### src/rtl/uart_byte_receiver.sv
// uart_byte_receiver: 8N1 UART receiver with a 2-FF input synchronizer and single mid-bit sampling
module uart_byte_receiver #(
  parameter int CLK_PER_BIT = 868,
  parameter int DATA_BITS   = 8
) (
  input  logic       CLK,
  input  logic       RST_N,
  input  logic       UART_RX,
  output logic [7:0] data,
  output logic       valid,
  output logic       frame_err,
  output logic       busy
);
  localparam int CW = $clog2(CLK_PER_BIT) + 1;
  localparam logic [CW-1:0] HALF_M1 = CW'(CLK_PER_BIT / 2 - 1);
  localparam logic [CW-1:0] FULL_M1 = CW'(CLK_PER_BIT - 1);
  localparam logic [2:0] LAST_BIT = 3'(DATA_BITS - 1);
  typedef enum logic [2:0] {IDLE, START, DATA, STOP, WAIT_HIGH} state_t;
  state_t state;
  logic [CW-1:0] cnt;
  logic [2:0] bit_idx;
  logic [7:0] shreg;
  logic rx_m, rx_s;
  // bring the asynchronous line into the clock domain; idle-high reset value avoids a false start
  always_ff @(posedge CLK or negedge RST_N)
    if (!RST_N) {rx_m, rx_s} <= 2'b11;
    else {rx_m, rx_s} <= {UART_RX, rx_m};
  // frame FSM: half-bit wait to mid start bit, then one sample per bit period
  always_ff @(posedge CLK or negedge RST_N)
    if (!RST_N) begin
      state <= IDLE;
      cnt <= '0;
      bit_idx <= '0;
      shreg <= '0;
      data <= '0;
      valid <= 1'b0;
      frame_err <= 1'b0;
      busy <= 1'b0;
    end else begin
      valid <= 1'b0;
      frame_err <= 1'b0;
      case (state)
        IDLE:
          if (!rx_s) begin
            state <= START;
            busy <= 1'b1;
            cnt <= '0;
            bit_idx <= '0;
          end
        START:
          if (cnt == HALF_M1) begin
            cnt <= '0;
            state <= rx_s ? IDLE : DATA;
            busy <= !rx_s;
          end else cnt <= cnt + 1'b1;
        DATA:
          if (cnt == FULL_M1) begin
            cnt <= '0;
            shreg[bit_idx] <= rx_s;
            bit_idx <= bit_idx + 3'd1;
            if (bit_idx == LAST_BIT) state <= STOP;
          end else cnt <= cnt + 1'b1;
        STOP:
          if (cnt == FULL_M1) begin
            cnt <= '0;
            if (rx_s) begin
              data <= shreg;
              valid <= 1'b1;
              state <= IDLE;
              busy <= 1'b0;
            end else begin
              frame_err <= 1'b1;
              state <= WAIT_HIGH;
            end
          end else cnt <= cnt + 1'b1;
        WAIT_HIGH:
          if (rx_s) begin
            state <= IDLE;
            busy <= 1'b0;
          end
        default: begin
          state <= IDLE;
          busy <= 1'b0;
        end
      endcase
    end
endmodule

### config.mk
export PLATFORM = sky130hd
export DESIGN_NAME = uart_byte_receiver
export DESIGN_NICKNAME = d
export VERILOG_FILES = /design/src/rtl/uart_byte_receiver.sv
export SDC_FILE = /design/constraint.sdc
export NUM_CORES = 1
export LEC_CHECK = 0
export ABC_AREA = 1
export CAP_MARGIN = 0
export CORE_UTILIZATION = 55
export CTS_BUF_LIST = sky130_fd_sc_hd__clkbuf_8
export DETAILED_ROUTE_END_ITERATION = 16
export GPL_TIMING_DRIVEN = 0
export PLACE_DENSITY = 0.82
export SKIP_LAST_GASP = 1
export SLEW_MARGIN = 30
export SYNTH_ARGS = -nofsm -noshare
export SYNTH_HDL_FRONTEND = slang
export SYNTH_SLANG_ARGS = --single-unit
### constraint.sdc
create_clock -name CLK -period 2.36 [get_ports CLK]
set_clock_uncertainty 0.1 [all_clocks]
set_input_delay 0.472 -clock CLK [delete_from_list [all_inputs] [get_ports CLK]]
set_output_delay 0.472 -clock CLK [all_outputs]
set_load 0.1 [all_outputs]
* Yosys cells after proc, flatten, opt, wreduce, memory -nomap -nowiden
Index checks and enable logic that the tools add are counted.
W data, S select, Z words.
** Operators by class
- Add/subtract/negate cells :: 2
- Multipliers :: 0
- Divide/modulo/power cells :: 0
- $lt $le $gt $ge :: 2
- Equal/unequal tests :: 13
- Shifts and indexed selects :: 0
- Mux-type cells :: 30
- Bitwise gates (word level) :: 1
- Reductions and logical operators :: 12
** Operators by type and width (number)
- $mux W11 :: 3
- $pmux W11 S3 :: 1
- $mux W3 :: 9
- $pmux W3 S5 :: 1
- $ne A2 B2 Y1 const B :: 6
- $add A11 B1 Y11 const B :: 1
- $eq A11 B10 Y1 const B :: 1
- $eq A11 B9 Y1 const B :: 1
- $mux W1 :: 11
- $bwmux W8 :: 1
- $eq A3 B2 Y1 const B :: 2
- $eq A3 B3 Y1 const B :: 2
- $pmux W3 S2 :: 1
- $reduce_and A3 Y1 :: 2
- $reduce_and A6 Y1 :: 1
- $pmux W1 S5 :: 1
- $lt A3 B4 Y1 const B :: 1
- $reduce_and A2 Y1 :: 2
- $reduce_and A4 Y1 :: 1
- $add A3 B1 Y3 const B :: 1
- $demux W1 S3 :: 1
- $eq A3 B1 Y1 const B :: 1
- $ge A3 B1 Y1 const B :: 1
- $logic_not A3 Y1 :: 1
- 7 further kinds :: 7
** Storage, ports and cells
- Bits in registers :: 38
- Latch bits :: 0
- Bits in writable memories :: 0
- ROM bits :: 0
- Output and inout bits :: 11
- Word-level logic and storage cells :: 70
- Memories :: 0

* Logic depth before layout (Yosys ltp)
Gate-level depths: netlist of the first run.
- Depth in word-level cells :: 5
- Mapped depth :: 9

* Worst setup path after synthesis of the first run
No wires, ideal clock.
- Path type :: register to register
- Start point :: reg cnt[0]
- End point :: reg shreg[1]
- Setup time :: 0.118 ns
- Data arrival time :: 1.321 ns
- Setup slack :: 0.821 ns
- Stages on the path, launching flop included :: 9
- Buffers on the path :: 0
- Clock period less this slack :: 1.539 ns
- Cell sequence :: dfrtp_1 > ha_1 > nand2_1 > nor2_1 > nand3_4 > nor2_4 > nand3_1 > nand2_1 > nand2_1
** Between the ends
- Cells in the longest elaborated chain, start to end :: 2
** Ends and longest elaborated chain
- from (decl) :: RTL line 20 : logic [CW-1:0] cnt;
- from (signal assigned) :: RTL line 55 : end else cnt <= cnt + 1'b1;
- from (signal assigned) :: RTL line 62 : end else cnt <= cnt + 1'b1;
- from (signal assigned) :: RTL line 75 : end else cnt <= cnt + 1'b1;
- $eq A11 B10 Y1 :: RTL line 57 : if (cnt == FULL_M1) begin
- $reduce_and A2 Y1 (no line)
- to (signal, indexed assignment) :: RTL line 59 : shreg[bit_idx] <= rx_s;
- to (decl) :: RTL line 22 : logic [7:0] shreg;
Every way passes these cells.
A chain may end at the register's enable or synchronous reset.

* Final worst setup path of the first run
- Start point :: reg valid
- End point :: out valid
** RTL lines
- from (decl) :: RTL line 10 : output logic valid,
- from (signal assigned) :: RTL line 36 : valid <= 1'b0;
- from (signal assigned) :: RTL line 40 : valid <= 1'b0;
- from (signal assigned) :: RTL line 68 : valid <= 1'b1;
No word-level cell between the ends.

==> summary.md, run 1 <==
| Metric | Value |
|---|---|
| Critical path endpoint | valid |
| Root Buffer | clkbuf_8 |
| Final GP Congestion | 0.933 |
| Io pins | 14 |
| Int Pwr | ~0.0011 W |
| Final WL | about 3900 um |
| Netlist area before placement | between 0.002 and 0.0025 mm2 |
| RR Endpoint | cnt[3] |
| Sequential power share | 0.487 |
| Flop-to-flop setup slack | 0.56 ns |
| PwrDens | about 560 mW/mm2 |
| Clock Latency Late Sink | 0.30 ns |
| Initial DRC count | 128 |
| CP max stage cell | clkdlybuf4s50_1 |
| Crit end category | primary output |
| Depth of the most critical reg-to-reg path | 8 |
| H-tree depth | 2 |
| P_sw | 0.000257 W |
| Total number of vias | approximately 1700 |
| Drt drc | 0 |
| FILL cells | 268 |
| Max Freq | between 0.4 and 0.5 GHz |
| Post-layout util | 0.695 |
| Longest Clk Path Bufs | 2 |
| Comb pwr share | 0.021 |
| Post-synthesis cell count | approximately 260 |
| Antenna diode count | 0 |
| Initial antenna violation count | 0 |
| WL/cell | between 10 and 15 um |
| Pre-antenna DRT Iters | 4 |
| CP arrival | between 1.5 and 2 ns |
| Pins over their slew limit | 0 |
| Clk pwr share | 0.492 |
| Syn Area/Cell | about 7.7 um2 |
| Die width | 62.9 um |
| Via/cell ratio | 5.18 |
| Final Hold Viols | 0 |
| Final HPWL DP | roughly 2900 um |
| Area after DPL | between 0.002 and 0.0025 mm2 |
| Global route total overflow | 0 |
| Normalized max-slew margin | 0.357 |
| Top Family by Delay on Critical Path | buffers and inverters |
| Final Instance Area | between 0.002 and 0.0025 mm2 |
| Post-synth net total | around 270 |
| Most common cell after layout, fill and taps aside | nand2_1 |
| RSZ-0062 raised after global routing | false |
| Period Utilization, post-route | 0.980 |
| Worst path required time | 1.79 ns |
| Worst min path class | flip-flop to flip-flop |
| Pin count of the biggest net entering global routing | 28 |
| Max VDD drop | 0.000365 V |
| Crit path from | valid |
| Post-synthesis sequential area ratio | 0.467 |
| Status | finished clean |
| Layout cell share with drive strength beyond 1 | 0.139 |
| Clk slew on worst S/H paths | 0.08 ns |
| CTS sink count | 38 |
| MaxCap Viol Count | 0 |
| Worst path max stage delay | 1.12 ns |
| RR Startpoint | cnt[0] |
| Most frequent cells in the layout | 87 x nand2_1, 36 x dfrtp_1, 29 x nor2_1 |
| Die area | 0.00396 mm2 |
| Initial core utilization | 0.593 |
| Finished Layout Cells | between 300 and 400 |
| Inserted Clock Buffers | 5 |
| Minimum clock period | 2.31 ns |
| FP Rows | 21 |
| PortBufs | 13 |
| Slew @ Worst Pin | 0.968 ns |
| Worst Setup Path Type | flip-flop to primary output |
| Total core area | 0.00344 mm2 |
| Sw Share | 0.192 |
| Startpoint Class | flip-flop |
| Final ANT Viol Nets | 0 |
| FF+latch count, synth | 38 |
| Worst-path fanout max | 1 |
| # placed instances | 324 |
| Final nets | 293 |
| First-pass GRT wire length | 7010 um |
| Number of global-route vias before repair | 1565 |
| Stages on worst setup path | 1 |
| Area Overhead vs Synth | 17.4% |
| Setup violations, final | 0 |
| Cell variety after synth | 26 |
| Cell breakdown of the critical path | clkdlybuf4s50_1 |
| Setup tns final | 0 ns |
| P_leak | 1.27 nW |
| Bufs and invs on worst path | 1 |
| Die Y | 62.9 um |
| Total Power | 0.00134 W |
| CTS tree | yes |
| GRT Total Usage | 0.229 |
| YS warnings | 0 |
## cells by family (layout without fill, tap and decap cells)
family / after synthesis / count (layout) / synth area share
AND/OR/NAND/NOR: 172 / 172 / 0.394
flip-flops: 38 / 38 / 0.467
buffers and inverters: 33 / 56 / 0.0644
AO/OA/AOI/OAI: 14 / 14 / 0.0368
adder cells (fa/ha/maj): 4 / 4 / 0.0245
XOR/XNOR: 3 / 3 / 0.0129
## worst min-delay path by stage
| stage | from | to | slack, ns | cells past startpoint |
|---|---|---|---|---|
| global placement | rx_m | rx_s | 0.25 | 0 |
| detailed placement | rx_m | rx_s | 0.25 | 0 |
| finish | rx_m | rx_s | 0.26 | 0 |
| CTS | rx_m | rx_s | 0.26 | 0 |
| floorplan | RST_N | bit_idx[0] | 0.08 | 0 |
| global route | rx_m | rx_s | 0.27 | 0 |
## metrics by stage
step	hold WS, ns	setup slack [ns]
floorplan	0.0764	0.821
global placement	0.246	-0.132
detailed placement	0.247	0.297
CTS	0.259	0.00282
global route	0.267	0.0104
finish	0.257	0.0482
## layout make-up
| class | instances | area, um2 | share of cell area |
|---|---|---|---|
| Clock inverter | 3 | 68.8 | 0.0288 |
| Timing Repair Buffer | 15 | 159 | 0.0664 |
| Clock buffer | 5 | 68.8 | 0.0288 |
| Inverter | 31 | 123 | 0.0512 |
| Sequential cell | 38 | 953 | 0.398 |
| Multi-Input combinational cell | 193 | 955 | 0.399 |
| Tap cell | 46 | 57.6 | 0.0240 |
| Buffer | 2 | 8.76 | 0.00366 |
## synthesized netlist by cell type
| master | n | area share |
|---|---|---|
| nand2_1 | 87 | 0.16 |
| dfrtp_1 | 36 | 0.44 |
| nor2_1 | 29 | 0.053 |
| nand3_1 | 24 | 0.059 |
| inv_1 | 22 | 0.040 |
| nand4_1 | 11 | 0.034 |
| nand2_2 | 8 | 0.025 |
| inv_2 | 7 | 0.013 |
| o21ai_1 | 7 | 0.017 |
| ha_1 | 4 | 0.025 |
| nor2_4 | 4 | 0.022 |
| o21ai_0 | 4 | 0.0098 |
| nor3_1 | 3 | 0.0074 |
| dfstp_2 | 2 | 0.026 |
| nand2_4 | 2 | 0.011 |
| nor2_2 | 2 | 0.0061 |
| o211ai_1 | 2 | 0.0074 |
| xor2_1 | 2 | 0.0086 |
| a21oi_1 | 1 | 0.0025 |
| buf_1 | 1 | 0.0018 |
| buf_2 | 1 | 0.0025 |
| clkinv_2 | 1 | 0.0025 |
| inv_6 | 1 | 0.0043 |
| nand3_4 | 1 | 0.0086 |
| nor3_4 | 1 | 0.0080 |
| xnor2_1 | 1 | 0.0043 |
## worst register-to-register path, stage by stage, from the launching register on
cell and delay (ns):
dfrtp_1 0.41, ha_1 0.30, nand2_1 0.09, nor2_1 0.18, nand3_4 0.17, nand2_4 0.15, nand3_1 0.11, inv_1 0.13
nor2_1 0.06
## what timing repair did
item	CTS	global route
endpoints found under the hold margin	11	0
setup endpoints to repair	5	4
cloned	0	0
gates resized for setup	5	4
buffers inserted	0	0
hold buffers	1	0
## layer usage
metal / up-vias / wire [um] / GRT usage
met2: 43 / 1730 / 0.343
met5: - / 0 / 0
li1: 887 / - / -
met1: 783 / 1910 / 0.319
met3: 11 / 184 / 0.0547
met4: 0 / 87 / 0.0872
## registers in the layout, indices dropped and copies added, names as in the netlist
name / flops
state: 3
bit_idx: 3
frame_err: 1
busy: 1
rx_m: 1
valid: 1
cnt: 11
shreg: 8
data: 8
rx_s: 1
## power groups by stage
stage                     sequential, W  clock, W  combinational, W
final                          0.000654  0.000660         0.0000281
after CTS                      0.000654  0.000674         0.0000289
after floorplan                0.000667         0        0.00000640
after global placement         0.000667         0         0.0000239
after global routing           0.000654  0.000708         0.0000319
after detailed placement       0.000667         0         0.0000277
Note: power is estimated with default switching activity, not from simulation.
==> inputs of run 2 (changes only) <==
--- a/config.mk
+++ b/config.mk
@@ -7,11 +7,11 @@
 export LEC_CHECK = 0
 export ABC_AREA = 1
 export CAP_MARGIN = 0
-export CORE_UTILIZATION = 55
+export CORE_UTILIZATION = 40
 export CTS_BUF_LIST = sky130_fd_sc_hd__clkbuf_8
 export DETAILED_ROUTE_END_ITERATION = 16
 export GPL_TIMING_DRIVEN = 0
-export PLACE_DENSITY = 0.82
+export PLACE_DENSITY = 0.65
 export SKIP_LAST_GASP = 1
 export SLEW_MARGIN = 30
 export SYNTH_ARGS = -nofsm -noshare
==> summary.md, run 2 (synthesis gave the netlist of run 1 again) <==
| Metric | Value |
|---|---|
| Initial antenna violation count | 0 (unchanged) |
| Inserted Clock Buffers | 5 (unchanged) |
| Final HPWL DP | 2850 um (-0.23%) |
| Global route total overflow | 0 (unchanged) |
| Setup tns final | 0 ns (unchanged) |
| Pin count of the biggest net entering global routing | 24 (-14%) |
| MaxCap Viol Count | 0 (unchanged) |
| Final WL | 3900 um (-0.31%) |
| Final Hold Viols | 0 (unchanged) |
| Depth of the most critical reg-to-reg path | 8 (unchanged) |
| Pre-antenna DRT Iters | 4 (unchanged) |
| RR Endpoint | cnt[3] |
| Most frequent cells in the layout | 87 x nand2_1, 36 x dfrtp_1, 29 x nor2_1 |
| P_leak | 1.35 nW (+5.9%) |
| Max FFs per register | 11 (unchanged) |
| Bufs and invs on worst path | 1 (unchanged) |
| Worst hold slack | 0.0621 ns (-0.195 ns) |
| Clock Latency Late Sink | 0.29 ns (about the same) |
| Area Overhead vs Synth | 18.0% |
| CP max stage cell | clkdlybuf4s50_1 |
| Die width | 73.4 um (+17%) |
| Max Freq | 0.432 GHz (-0.15%) |
| Clk slew on worst S/H paths | 0.08 ns (about the same) |
| Via/cell ratio | 4.77 (-7.9%) |
| Root Buffer | clkbuf_8 |
| Top Family by Delay on Critical Path | buffers and inverters |
| Post-CTS Hold Buffers | 0 (-1) |
| Longest Clk Path Bufs | 2 (unchanged) |
| Die area | 0.00539 mm2 (+36%) |
| Startpoint Class | flip-flop |
| Final GP Congestion | 0.870 (-6.7%) |
| Largest Register | cnt |
| Io pins | 14 (unchanged) |
| First-pass GRT wire length | 6910 um (-1.5%) |
| Postcts setup bufs | 0 (unchanged) |
| Worst path required time | 1.79 ns (about the same) |
| Initial DRC count | 73 (-43%) |
| Max VDD drop | 0.000229 V (-37%) |
| Minimum clock period | 2.32 ns (+0.00346 ns) |
| Flop-to-flop setup slack | 0.56 ns (about the same) |
| Worst min path class | primary input to async pin |
| Worst-path fanout max | 1 (unchanged) |
| RR Startpoint | cnt[0] |
| PortBufs | 13 (unchanged) |
| PwrDens | 511 mW/mm2 (-8.9%) |
| Total number of vias | 1683 (-2.4%) |
| CTS sink count | 38 (unchanged) |
| Stages on worst setup path | 1 (unchanged) |
| Worst Setup Path Type | flip-flop to primary output |
| RSZ-0062 raised after global routing | false |
| Setup violations, final | 0 (unchanged) |
| Drt drc | 0 (unchanged) |
| Post-layout util | 0.499 (-0.196) |
| Normalized max-slew margin | 0.355 (-0.00220) |
| CTS tree | yes |
| Top flop regs | cnt: 11 flops, data: 8 flops, shreg: 8 flops |
| Crit end category | primary output |
| Final ANT Viol Nets | 0 (unchanged) |
| Period Utilization, post-route | 0.981 (+0.00147) |
| Total Power | 0.00123 W (-8.5%) |
| GRT Total Usage | 0.169 (-0.0593) |
| Slew @ Worst Pin | 0.966 ns (-0.00213 ns) |
| FILL cells | 489 (+82%) |
| Total core area | 0.00482 mm2 (+40%) |
| Die Y | 73.4 um (+17%) |
| Initial core utilization | 0.423 (-0.169) |
| Antenna diode count | 0 (unchanged) |
| Number of global-route vias before repair | 1518 (-3.0%) |
| WL/cell | 11.1 um (-6.0%) |
| Pins over their slew limit | 0 (unchanged) |
| Final nets | 292 (-0.34%) |
| H-tree depth | 2 (unchanged) |
| Cell breakdown of the critical path | clkdlybuf4s50_1 |
| Most common cell after layout, fill and taps aside | nand2_1 |
| FP Rows | 25 (+19%) |
| Worst path max stage delay | 1.12 ns (about the same) |
| CP arrival | 1.74 ns (about the same) |
| Status | finished clean |
| Layout cell share with drive strength beyond 1 | 0.140 (+0.000487) |
[run 2: worst register-to-register path: stages, from the launching register on]
cell	delay, ns
dfrtp_1	0.43
ha_1	0.28
nand2_1	0.09
nor2_1	0.18
nand3_4	0.16
nand2_4	0.15
nand3_1	0.11
inv_1	0.12
nor2_1	0.06
[run 2: area by class of cell]
cell class / instances / area (um2) / share of cell area
buffer: 2 / 8.76 / 0.00364
clock buffer: 5 / 68.8 / 0.0286
multi-input combinational: 193 / 955 / 0.397
inverter: 31 / 123 / 0.0510
sequential: 38 / 953 / 0.396
timing repair buffer: 14 / 174 / 0.0723
tap: 67 / 83.8 / 0.0348
clock inverter: 3 / 40.0 / 0.0166
[run 2: repair_timing]
action / in CTS / in global routing
resized for setup: 1 / 9
endpoints found under the setup margin: 1 / 9
gates cloned: 0 / 0
[run 2: how the worst max path moves through the flow]
stage	endpoint	slack (ns)	start
floorplan	shreg[1]	0.82	cnt[0]
finish	frame_err	0.04	frame_err
global route	frame_err	0.005	frame_err
detailed placement	data[5]	0.33	data[5]
global placement	data[1]	-0.22	RST_N
CTS	data[1]	0.003	data[1]
[run 2: power by group]
| part | switching, W | internal, W |
|---|---|---|
| Combinational | 0.0000202 | 0.00000834 |
| Clock | 0.000235 | 0.000311 |
| Sequential | 0.000000332 | 0.000654 |
[run 2: routing by layer]
| metal | share of wire | GRT usage | wire [um] |
|---|---|---|---|
| met1 | 0.49 | 0.233 | 1920 |
| met4 | 0.015 | 0.0620 | 57 |
| met5 | 0 | 0 | 0 |
| met3 | 0.055 | 0.0453 | 213 |
| met2 | 0.44 | 0.257 | 1710 |
[run 2: per-stage QoR]
stage	cells	instance area, um2	worst slack [ns]
after floorplan	264	2040	0.821
after global placement	344	2250	-0.220
after detailed placement	345	2280	0.330
after CTS	353	2380	0.00258
after global routing	353	2410	0.00549
final	353	2410	0.0447
==> inputs of run 3 (changes only) <==
--- a/config.mk
+++ b/config.mk
@@ -12,6 +12,7 @@
 export DETAILED_ROUTE_END_ITERATION = 16
 export GPL_TIMING_DRIVEN = 0
 export PLACE_DENSITY = 0.65
+export SKIP_CTS_REPAIR_TIMING = 1
 export SKIP_LAST_GASP = 1
 export SLEW_MARGIN = 30
 export SYNTH_ARGS = -nofsm -noshare
==> summary.md, run 3 (synthesis gave the netlist of run 1 again) <==
| Metric | Value |
|---|---|
| Status | finished clean |
| Most common cell after layout, fill and taps aside | nand2_1 |
| Die area | 0.00539 mm2 (unchanged) |
| Root Buffer | clkbuf_8 |
| H-tree depth | 2 (unchanged) |
| Setup tns final | 0 ns (unchanged) |
| PortBufs | 13 (unchanged) |
| Final nets | 292 (unchanged) |
| MaxCap Viol Count | 0 (unchanged) |
| P_leak | 1.35 nW (+0.13%) |
| Startpoint Class | flip-flop |
| Max VDD drop | 0.000229 V (about the same) |
| Layout cell share with drive strength beyond 1 | 0.140 (unchanged) |
| Most frequent cells in the layout | 87 x nand2_1, 36 x dfrtp_1, 29 x nor2_1 |
| Drt drc | 0 (unchanged) |
| Worst hold slack | 0.0642 ns (+0.00211 ns) |
| Initial antenna violation count | 0 (unchanged) |
| Worst Setup Path Type | flip-flop to primary output |
| First-pass GRT wire length | 6910 um (unchanged) |
| CTS sink count | 38 (unchanged) |
| Final GP Congestion | 0.870 (unchanged) |
| Max Freq | 0.432 GHz (about the same) |
| Max FFs per register | 11 (unchanged) |
| Worst path required time | 1.79 ns (about the same) |
| RR Startpoint | cnt[0] |
| Slew @ Worst Pin | 0.966 ns (+0.00000155 ns) |
| Worst path max stage delay | 1.12 ns (about the same) |
| Depth of the most critical reg-to-reg path | 8 (unchanged) |
| Clock Latency Late Sink | 0.29 ns (about the same) |
| FP Rows | 25 (unchanged) |
| Via/cell ratio | 4.78 (+0.18%) |
| Top flop regs | cnt: 11 flops, data: 8 flops, shreg: 8 flops |
| Io pins | 14 (unchanged) |
| Final HPWL DP | 2850 um (unchanged) |
| Largest Register | cnt |
| GRT Total Usage | 0.169 (unchanged) |
| Die Y | 73.4 um (unchanged) |
| Die width | 73.4 um (unchanged) |
| Global route total overflow | 0 (unchanged) |
| Total core area | 0.00482 mm2 (unchanged) |
| Worst-path fanout max | 1 (unchanged) |
| Cell breakdown of the critical path | clkdlybuf4s50_1 |
| Number of global-route vias before repair | 1518 (unchanged) |
| Inserted Clock Buffers | 5 (unchanged) |
| Normalized max-slew margin | 0.355 (about the same) |
| Final WL | 3920 um (+0.41%) |
| Flop-to-flop setup slack | 0.57 ns (about the same) |
| Longest Clk Path Bufs | 2 (unchanged) |
| Total number of vias | 1686 (+0.18%) |
| CP arrival | 1.74 ns (about the same) |
| Area Overhead vs Synth | 18.2% |
| PwrDens | 510 mW/mm2 (-0.16%) |
| Initial DRC count | 73 (unchanged) |
| Pin count of the biggest net entering global routing | 24 (unchanged) |
| Final Hold Viols | 0 (unchanged) |
| Antenna diode count | 0 (unchanged) |
| WL/cell | 11.1 um (+0.41%) |
| Pre-antenna DRT Iters | 4 (unchanged) |
| Worst min path class | primary input to async pin |
| Final ANT Viol Nets | 0 (unchanged) |
| RSZ-0062 raised after global routing | false |
| Initial core utilization | 0.423 (unchanged) |
| Post-layout util | 0.500 (+0.000779) |
| Bufs and invs on worst path | 1 (unchanged) |
| Setup violations, final | 0 (unchanged) |
| RR Endpoint | cnt[1] |
| Period Utilization, post-route | 0.981 (about the same) |
| Top Family by Delay on Critical Path | buffers and inverters |
| Pins over their slew limit | 0 (unchanged) |
| Clk slew on worst S/H paths | 0.08 ns (about the same) |
| CP max stage cell | clkdlybuf4s50_1 |
| Minimum clock period | 2.32 ns (+0.0000702 ns) |
| CTS tree | yes |
| Crit end category | primary output |
run 3: cell types whose count changed in the layout (fill, tap and decap cells not counted), sizes merged:
cell          delta
dlygate4sd2      -1
dlymetal6s2s     +1
run 3: how the worst max path moves through the flow:
stage,from,end,cells after the start
2_1_floorplan,cnt[0],shreg[1],8
3_3_place_gp,RST_N,data[1],1
4_1_cts,busy,busy,1
5_1_grt,frame_err,frame_err,1
6_report,frame_err,frame_err,1
3_5_place_dp,data[5],data[5],1
run 3: layout make-up:
class / instances / area (um2)
buffer: 2 / 8.76
clock buffer: 5 / 68.8
multi-input combinational: 193 / 955
timing repair buffer: 14 / 178
tap: 67 / 83.8
clock inverter: 3 / 40.0
inverter: 31 / 123
fill: 489 / 2410
sequential: 38 / 953
run 3: metrics by stage:
stage	setup WS (ns)	power, W	cells	instance area, um2
after floorplan	0.821	0.000673	264	2040
after global placement	-0.220	0.000692	344	2250
after detailed placement	0.330	0.000697	345	2280
after CTS	-0.00647	0.00125	353	2380
after global routing	0.00549	0.00127	353	2410
final	0.0447	0.00123	353	2410
run 3: where the power goes:
group	leakage [nW]	switching, W	internal [W]
combinational	0.790	0.0000204	0.00000834
clock	0.0579	0.000235	0.000311
sequential	0.504	0.000000332	0.000654
run 3: metal layers:
layer  vias to the layer above  routed length (um)  GRT usage
met3                         5                 147     0.0453
met5                         -                   0          0
met4                         0                  57     0.0620
met2                        31                1730      0.257
li1                        886                   -          -
met1                       764                1980      0.233
